<file path="src/rtl/bird_physics.sv">
// bird_physics: tick-driven bird position/velocity with gravity, flap, bounds and collision; BIRD_INVINCIBLE_EN disables death
module bird_physics #(
    parameter int Y_MAX      = 15,
    parameter int Y_START    = 8,
    parameter int FLAP_VEL   = 2,
    parameter int GRAVITY    = 1,
    parameter int VMAX_DOWN  = 3,
    parameter int VEL_WIDTH  = 4,
    parameter int HOLD_TICKS = 4,
    localparam int YW = $clog2(Y_MAX + 1)
) (
    input  logic                        clock_in,
    input  logic                        reset,
    input  logic                        tick_clk,
    input  logic                        flap_key,
    input  logic                        collide,
    output logic [YW-1:0]               bird_y,
    output logic signed [VEL_WIDTH-1:0] bird_vel,
    output logic [1:0]                  state,
    output logic                        game_over,
    output logic                        tick_out
);
    localparam logic [1:0] IDLE   = 2'b00;
    localparam logic [1:0] FLYING = 2'b01;
    localparam logic [1:0] DEAD   = 2'b10;
    localparam int CW = $clog2(HOLD_TICKS + 1);
    localparam logic [CW-1:0] HT = CW'(HOLD_TICKS);
    localparam logic [YW-1:0] YS = YW'(Y_START);
    localparam logic [YW-1:0] YM = YW'(Y_MAX);
    localparam logic signed [YW+1:0] YM_S = (YW+2)'(Y_MAX);
    localparam logic signed [VEL_WIDTH-1:0] FV = VEL_WIDTH'(FLAP_VEL);
    localparam logic signed [VEL_WIDTH:0] GRV = (VEL_WIDTH+1)'(GRAVITY);
    localparam logic signed [VEL_WIDTH:0] VMIN = (VEL_WIDTH+1)'(-VMAX_DOWN);
`ifdef BIRD_INVINCIBLE_EN
    localparam logic MORTAL = 1'b0;
`else
    localparam logic MORTAL = 1'b1;
`endif

    logic q1, q2, f1, f2, f3, flap_pending;
    logic [CW-1:0] hold_cnt;
    logic tick, flap_edge, pend, floor_hit, ceil_hit;
    logic signed [VEL_WIDTH-1:0] vel_eff, nv;
    logic signed [VEL_WIDTH:0] vm;
    logic signed [YW+1:0] ny;

    assign tick      = q1 & ~q2;
    assign flap_edge = f2 & ~f3;
    assign pend      = flap_pending | flap_edge;
    assign game_over = state == DEAD;

    // next position/velocity for a FLYING tick, with a same-cycle flap edge folded in
    always_comb begin
        vel_eff   = pend ? FV : bird_vel;
        ny        = signed'({2'b00, bird_y}) + (YW+2)'(vel_eff);
        vm        = (VEL_WIDTH+1)'(vel_eff) - GRV;
        nv        = vm < VMIN ? VMIN[VEL_WIDTH-1:0] : vm[VEL_WIDTH-1:0];
        floor_hit = ny[YW+1];
        ceil_hit  = !floor_hit && ny > YM_S;
    end

    // edge detectors, game FSM and bird state
    always_ff @(posedge clock_in) begin
        if (reset) begin
            {q1, q2, f1, f2, f3} <= '0;
            tick_out     <= 1'b0;
            bird_y       <= YS;
            bird_vel     <= '0;
            state        <= IDLE;
            flap_pending <= 1'b0;
            hold_cnt     <= '0;
        end else begin
            q1       <= tick_clk;
            q2       <= q1;
            f1       <= flap_key;
            f2       <= f1;
            f3       <= f2;
            tick_out <= tick;
            case (state)
                IDLE: begin
                    flap_pending <= pend;
                    if (pend) state <= FLYING;
                end
                FLYING: begin
                    if (collide && MORTAL) begin
                        state        <= DEAD;
                        flap_pending <= 1'b0;
                    end else if (tick) begin
                        flap_pending <= 1'b0;
                        bird_y       <= floor_hit ? '0 : ceil_hit ? YM : ny[YW-1:0];
                        bird_vel     <= (floor_hit || ceil_hit) ? '0 : nv;
                        if (floor_hit && MORTAL) state <= DEAD;
                    end else begin
                        flap_pending <= pend;
                    end
                end
                DEAD: begin
                    flap_pending <= 1'b0;
                    if (flap_edge && hold_cnt == HT) begin
                        state    <= IDLE;
                        bird_y   <= YS;
                        bird_vel <= '0;
                        hold_cnt <= '0;
                    end else if (tick && hold_cnt != HT) begin
                        hold_cnt <= hold_cnt + 1'b1;
                    end
                end
                default: state <= IDLE;
            endcase
        end
    end
endmodule

</file>
<file path="config.mk">
export PLATFORM = sky130hd
export DESIGN_NAME = bird_physics
export DESIGN_NICKNAME = d
export VERILOG_FILES = /design/src/rtl/bird_physics.sv
export SDC_FILE = /design/constraint.sdc
export NUM_CORES = 1
export LEC_CHECK = 0
export CAP_MARGIN = 30
export CORE_UTILIZATION = 40
export CTS_BUF_LIST = sky130_fd_sc_hd__clkbuf_16
export DETAILED_ROUTE_END_ITERATION = 10
export PLACE_DENSITY = 0.71
export SLEW_MARGIN = 20
export SYNTH_ARGS = -nofsm -noshare
export SYNTH_HDL_FRONTEND = slang
export SYNTH_SLANG_ARGS = --single-unit
</file>
<file path="constraint.sdc">
create_clock -name clock_in -period 2.7 [get_ports clock_in]
set_clock_uncertainty 0.05 [all_clocks]
set_input_delay 0.54 -clock clock_in [delete_from_list [all_inputs] [get_ports clock_in]]
set_output_delay 0.54 -clock clock_in [all_outputs]
set_load 0.02 [all_outputs]
</file>
# Yosys cells after proc, flatten, opt, wreduce, memory -nomap -nowiden
# Index checks and enable logic that the tools add are counted.
[word_totals]
reg_bits = 20
inputBits = 5
out_inout_bits = 12
wordCells = 67
[classes]
add_sub_neg = 3
magnitude_cmp = 2
eq_ne = 10
n_mux = 24
bitwise_logic = 5
n_reduce_logical = 12
[ops]
columns = ["op", "n"]
rows = [
  ["4-bit two-way mux", 11],
  ["4-bit case mux with 2 select lines", 2],
  ["2-bit two-way mux", 5],
  ["3-bit inequality test (second input constant)", 3],
  ["4-bit AND reduction", 2],
  ["5-bit by 4-bit adder with 6-bit output", 1],
  ["6-bit by 5-bit > comparator with 1-bit output (second input constant)", 1],
  ["3-bit two-way mux", 2],
  ["2-bit inequality test (second input constant)", 3],
  ["2-bit case mux with 3 select lines", 1],
  ["5-bit by 3-bit < comparator with 1-bit output (second input constant)", 1],
  ["4-bit by 2-bit subtractor with 5-bit output (second input constant)", 1],
  ["2-bit nonzero test", 2],
  ["3-bit by 1-bit adder with 3-bit output (second input constant)", 1],
  ["3-bit == test (second input constant)", 1],
  ["1-bit logical AND", 3],
  ["1-bit case mux with 3 select lines", 1],
  ["3-bit nonzero test", 1],
  ["1-bit AND", 2],
  ["2-bit by 1-bit == test with 1-bit output (second input constant)", 1],
  ["2-bit == test (second input constant)", 1],
  ["2-bit logical NOT", 1],
  ["1-bit two-way mux", 2],
  ["2-bit by 1-bit inequality test with 1-bit output (second input constant)", 1],
  ["5 further kinds", 6],
]

# Depth between registers and ports, before layout
[depth]
ltp_word = 12
ltp_mapped = 11
depth_no_buf = 11

# Worst setup path after synthesis
# No wires, ideal clock.
[synth_path]
path_type = "register to register"
startpoint = "register f3"
endpoint = "register bird_y[3]"
setup_time_ns = 0.120
arrival_time_ns = 2.156
t_required_ns = 2.530
setup_slack_ns = 0.375
stages_incl_launch_ff = 12
n_path_buf = 0
period_less_slack_ns = 2.325
path_cell_list = "dfxtp_1 -> and2b_4 -> nor2_2 -> nand2_1 -> inv_1 -> ha_1 -> inv_1 -> nand2_1 -> o31ai_2 -> or3_1 -> and2_4 -> o31a_1"
[synth_between]
elab_chain_len = 12
word_cells_on_any_way = 16
cone_classes = "1 x add/sub; 1 x order compare; 1 x eq/ne; 6 x mux; 3 x bitwise; 4 x reduce/logical"
[synth_rtl]
columns = ["item", "line", "text"]
rows = [
  ["start: declaration", "40", "logic q1, q2, f1, f2, f3, flap_pending;"],
  ["start signal: assignment", "65", "{q1, q2, f1, f2, f3} <= '0;"],
  ["start signal: assignment", "77", "f3 <= f2;"],
  ["1-bit NOT *", "48", "assign flap_edge = f2 & ~f3;"],
  ["1-bit AND *", "48", ""],
  ["1-bit bitwise OR", "49", "assign pend = flap_pending | flap_edge;"],
  ["4-bit two-way mux", "54", "vel_eff = pend ? FV : bird_vel;"],
  ["5-bit by 4-bit adder with 6-bit output", "55", "ny = signed'({2'b00, bird_y}) + (YW+2)'(vel_eff);"],
  ["6-bit by 5-bit > comparator with 1-bit output / 1-bit logical NOT (equally long branches)", "59", "ceil_hit = !floor_hit && ny > YM_S;"],
  ["1-bit logical AND", "59", ""],
  ["4-bit two-way mux (2 in a row)", "90", "bird_y <= floor_hit ? '0 : ceil_hit ? YM : ny[YW-1:0];"],
  ["4-bit two-way mux", "88", "end else if (tick) begin"],
  ["4-bit two-way mux", "85", "if (collide && MORTAL) begin"],
  ["4-bit case mux with 2 select lines", "79", "case (state)"],
  ["end signal: assignment", "90", ""],
  ["end: declaration", "17", "output logic [YW-1:0] bird_y,"],
]
# Every way passes the cells marked *; elsewhere a longest branch is shown, timed or not. The select of a mux whose other input is x is not followed.
# A chain may end at the register's enable or synchronous reset.

# Final worst setup path
[layout_path]
startpoint = "register f3"
endpoint = "register bird_vel[2]"
[layout_between]
elab_chain_len = 12
word_cells_on_any_way = 19
cone_classes = "2 x add/sub; 2 x order compare; 1 x eq/ne; 6 x mux; 3 x bitwise; 5 x reduce/logical"
[layout_rtl]
columns = ["item", "line", "text"]
rows = [
  ["1-bit NOT *", "48", ""],
  ["1-bit AND *", "48", ""],
  ["1-bit bitwise OR", "49", ""],
  ["4-bit two-way mux", "54", ""],
  ["5-bit by 4-bit adder with 6-bit output", "55", ""],
  ["6-bit by 5-bit > comparator with 1-bit output / 1-bit logical NOT (equally long branches)", "59", ""],
  ["1-bit logical AND", "59", ""],
  ["1-bit logical OR", "91", "bird_vel <= (floor_hit || ceil_hit) ? '0 : nv;"],
  ["4-bit two-way mux", "91", ""],
  ["4-bit two-way mux", "88", ""],
  ["4-bit two-way mux", "85", ""],
  ["4-bit case mux with 2 select lines", "79", ""],
  ["end signal: assignment", "91", ""],
  ["end: declaration", "18", "output logic signed [VEL_WIDTH-1:0] bird_vel,"],
]
# Marks and branches as above.

==> impl_metrics.py <==
metrics = {
    "outcome": {
        "outcome": "finished, final reports clean",
    },
    "synthesis": {
        "yosys.area_share.adder_pct": 11.6,
        "synth_edf_count": 0,
        "synth_top_family_by_area": "simple AND/OR/NAND/NOR gates",
        "synthXorXnorAreaFrac_pct": 4.80,
        "synth-async-reset-ratio_pct": 0,
        "yosysTopAreaCell": "dfxtp_1",
        "synth_seq_cells": 20,
        "yosysSeqAreaShare_pct": 31.4,
        "syn_avg_cell_area_sq_um": 8.68,
        "synth_top_area_share_pct": 31.4,
        "synth_cells": 147,
        "syn_area_sq_um": 1280,
        "ys.flop_type": "dfxtp_1",
        "syn_nets": 163,
        "synth.distinct_cells": 43,
        "synth_compound_gate_area_share_pct": 19.3,
        "muxShareOfSynthArea_pct": 3.14,
        "synth.top_cells.by_area": "dfxtp_1 (31%), ha_1 (11%), nand2_1 (5.0%), mux2i_1 (3.1%), nor2_1 (2.9%)",
        "ys_warn_count": 0,
        "synthSimpleGateAreaFrac_pct": 26.0,
    },
    "timing": {
        "slew_headroom_pct": 67.5,
        "hold_viol": 0,
        "min_period_ns": 2.47,
        "finalSetupViolations": 0,
        "layout_setup_ws_ns": 0.231,
        "rsz0062_at_grt": "no",
        "fin_crit_sh_pct": 91.4,
        "worst_pin_slew_ns": 0.485,
        "timing.setup.tns_ns": 0,
        "slew_viol_final": 0,
        "max_freq_mhz": 405,
    },
    "place": {
        "pre_cts_slack_ns": 0.202,
        "dp.cells": 210,
        "port_buffers": 16,
        "dpl.hpwl_um": 2050,
        "dpl_cell_area_sq_um": 1510,
        "gp_congestion": 0.842,
    },
    "die": {
        "die_area_sq_um": 3420,
        "initial_core_util_pct": 42.1,
        "dieHeight_um": 58.5,
        "row_count": 20,
        "die_w_um": 58.5,
        "num_io_pins": 17,
        "coreArea_sq_um": 3030,
    },
    "critical_path": {
        "crit_type": "reg -> reg",
        "critical_path_required_ns": 2.79,
        "critPathLaunchType": "flip-flop",
        "critPathArrivalTime_ns": 2.56,
        "cp_max_fo": 6,
        "end_kind": "flip-flop",
    },
    "cts": {
        "clkSinkCount": 20,
        "cts_tree": "done",
        "cts_root_buf": "clkbuf_16",
        "cts-htree-levels": 1,
        "clk_path_buf_depth": 2,
        "cts_made_buffers": 3,
        "cts_setup_buffers": 0,
        "clkLatencyLatePin_ns": 0.25,
        "clkTransAtPathRegs_ns": 0.05,
    },
    "power_and_ir_drop": {
        "p_sw_mw": 0.229,
        "p_leak_nw": 0.610,
        "p_comb_share_pct": 23.8,
        "p_sw_share_pct": 27.6,
        "p_per_area_nw_per_um2": 519,
        "clkPwrFrac_pct": 36.1,
        "power.share.sequential_pct": 40.1,
        "internal-power_mw": 0.601,
        "ir_worst_vdd_v": 0.000253,
    },
    "route": {
        "finalWirelength_um": 2650,
        "drtAntennaViolNets": 0,
        "wl_per_cell_um": 12.4,
        "vias": 1106,
        "drt_iter0_markers": 35,
        "vias_per_cell": 5.17,
        "first_pass_iters": 4,
        "drc": 0,
    },
    "cells_and_area": {
        "drive_gt1_share_pct": 13.5,
        "fillers": 281,
        "finalInstanceArea_sq_um": 1600,
        "fin_util_pct": 52.9,
        "nets": 187,
        "antenna_cells": 0,
        "stdcell_count": 214,
        "syn2layout_area_growth_pct": 25.4,
    },
    "global_routing": {
        "grt_pass1_vias": 1065,
        "grt_max_degree": 15,
        "grt_pass1_wl_um": 4600,
        "grt_util_all_layers_pct": 17.2,
        "grt_overflow": 0,
        "antenna_found_initial": 0,
    },
    "worst_hold_path": {
        "hp-class": "reg -> reg",
    },
    "flow_run": {
        "max_cap_viol_count": 0,
    },
}
## state kept, by name, indices dropped and copies added, names as in the netlist
signal	cells
tick_out	1
q2	1
f2	1
f3	1
hold_cnt	3
bird_vel	4
f1	1
flap_pending	1
q1	1
bird_y	4
state	2
## worst max-delay path, stage by stage, from the launching register on
cell	delay, ns
dfxtp_1	0.30
and2b_4	0.29
nor2_2	0.06
and2_1	0.17
ha_1	0.21
nor2_1	0.20
a311oi_1	0.09
a211oi_2	0.35
buf_4	0.19
xnor2_1	0.11
a21oi_1	0.08
a32o_1	0.25
## power by group through the flow
stage,logic [mW],registers [mW],clock network [mW]
final,0.197,0.333,0.299
after global routing,0.221,0.336,0.318
after CTS,0.197,0.333,0.308
after detailed placement,0.196,0.339,0
after global placement,0.194,0.338,0
after floorplan,0.125,0.347,0
## per-stage QoR
step	total power, mW	hold slack (ns)
detailed placement	0.535	0.394
global route	0.875	0.415
floorplan	0.472	0.364
finish	0.830	0.407
global placement	0.532	0.394
CTS	0.838	0.410
## timing repair
item / in CTS / in global routing
hold buffers: 0 / 0
gates resized for setup: 0 / 1
endpoints found under the setup margin: 0 / 2
## layout make-up
| type | count | area [sq um] | area share, % |
|---|---|---|---|
| clock buffer | 3 | 75.1 | 4.69 |
| clock inverter | 1 | 3.75 | 0.235 |
| inverter | 9 | 33.8 | 2.11 |
| multi-input combinational | 116 | 835 | 52.2 |
| sequential | 20 | 400 | 25.0 |
| tap | 44 | 55.1 | 3.44 |
| timing repair buffer | 21 | 198 | 12.4 |
## routing by layer
metal	track usage, %	vias up	part of all wire [%]	wire (um)
li1	-	564	-	-
met1	22.0	517	47	1250
met2	29.2	21	49	1290
met3	2.86	4	3.0	80
met4	6.46	0	1.2	31
met5	0	-	0	0
## synthesized netlist by cell type (all sizes together) (3+ instances only)
library cell  number
a211oi             3
a21oi              7
dfxtp             20
ha                11
inv                9
mux2i              4
nand2             17
nand2b             6
nand3              5
nor2              13
nor2b              6
nor3               5
o21ai              8
o31ai              3
xnor2              4
xor2               3
## layout by cell type, fill, tap and decap left out, drive strengths merged, types with 6 or more instances in the layout
cell type       n
o21ai           8
ha             11
nand2          17
inv             9
nor2b           6
clkdlybuf4s50  16
a21oi           7
nor2           13
nand2b          6
dfxtp          20
## path summary, 6_finish.rpt
check,slack (ns),endpoint,from,cells past startpoint
worst min-delay path,0.41,f2,f1,1
worst max register to register,0.23,bird_vel[2],f3,11
worst min register to register,0.41,f2,f1,1
worst max-delay path,0.23,bird_vel[2],f3,11
## logic make-up after synthesis
| family | count (synthesis) |
|---|---|
| xor+xnor | 7 |
| simple gates | 61 |
| fa+ha+maj | 12 |
| mux | 4 |
| compound gates | 32 |
| buf+inv | 11 |
| flops | 20 |
(Power assumes the default switching activity.)
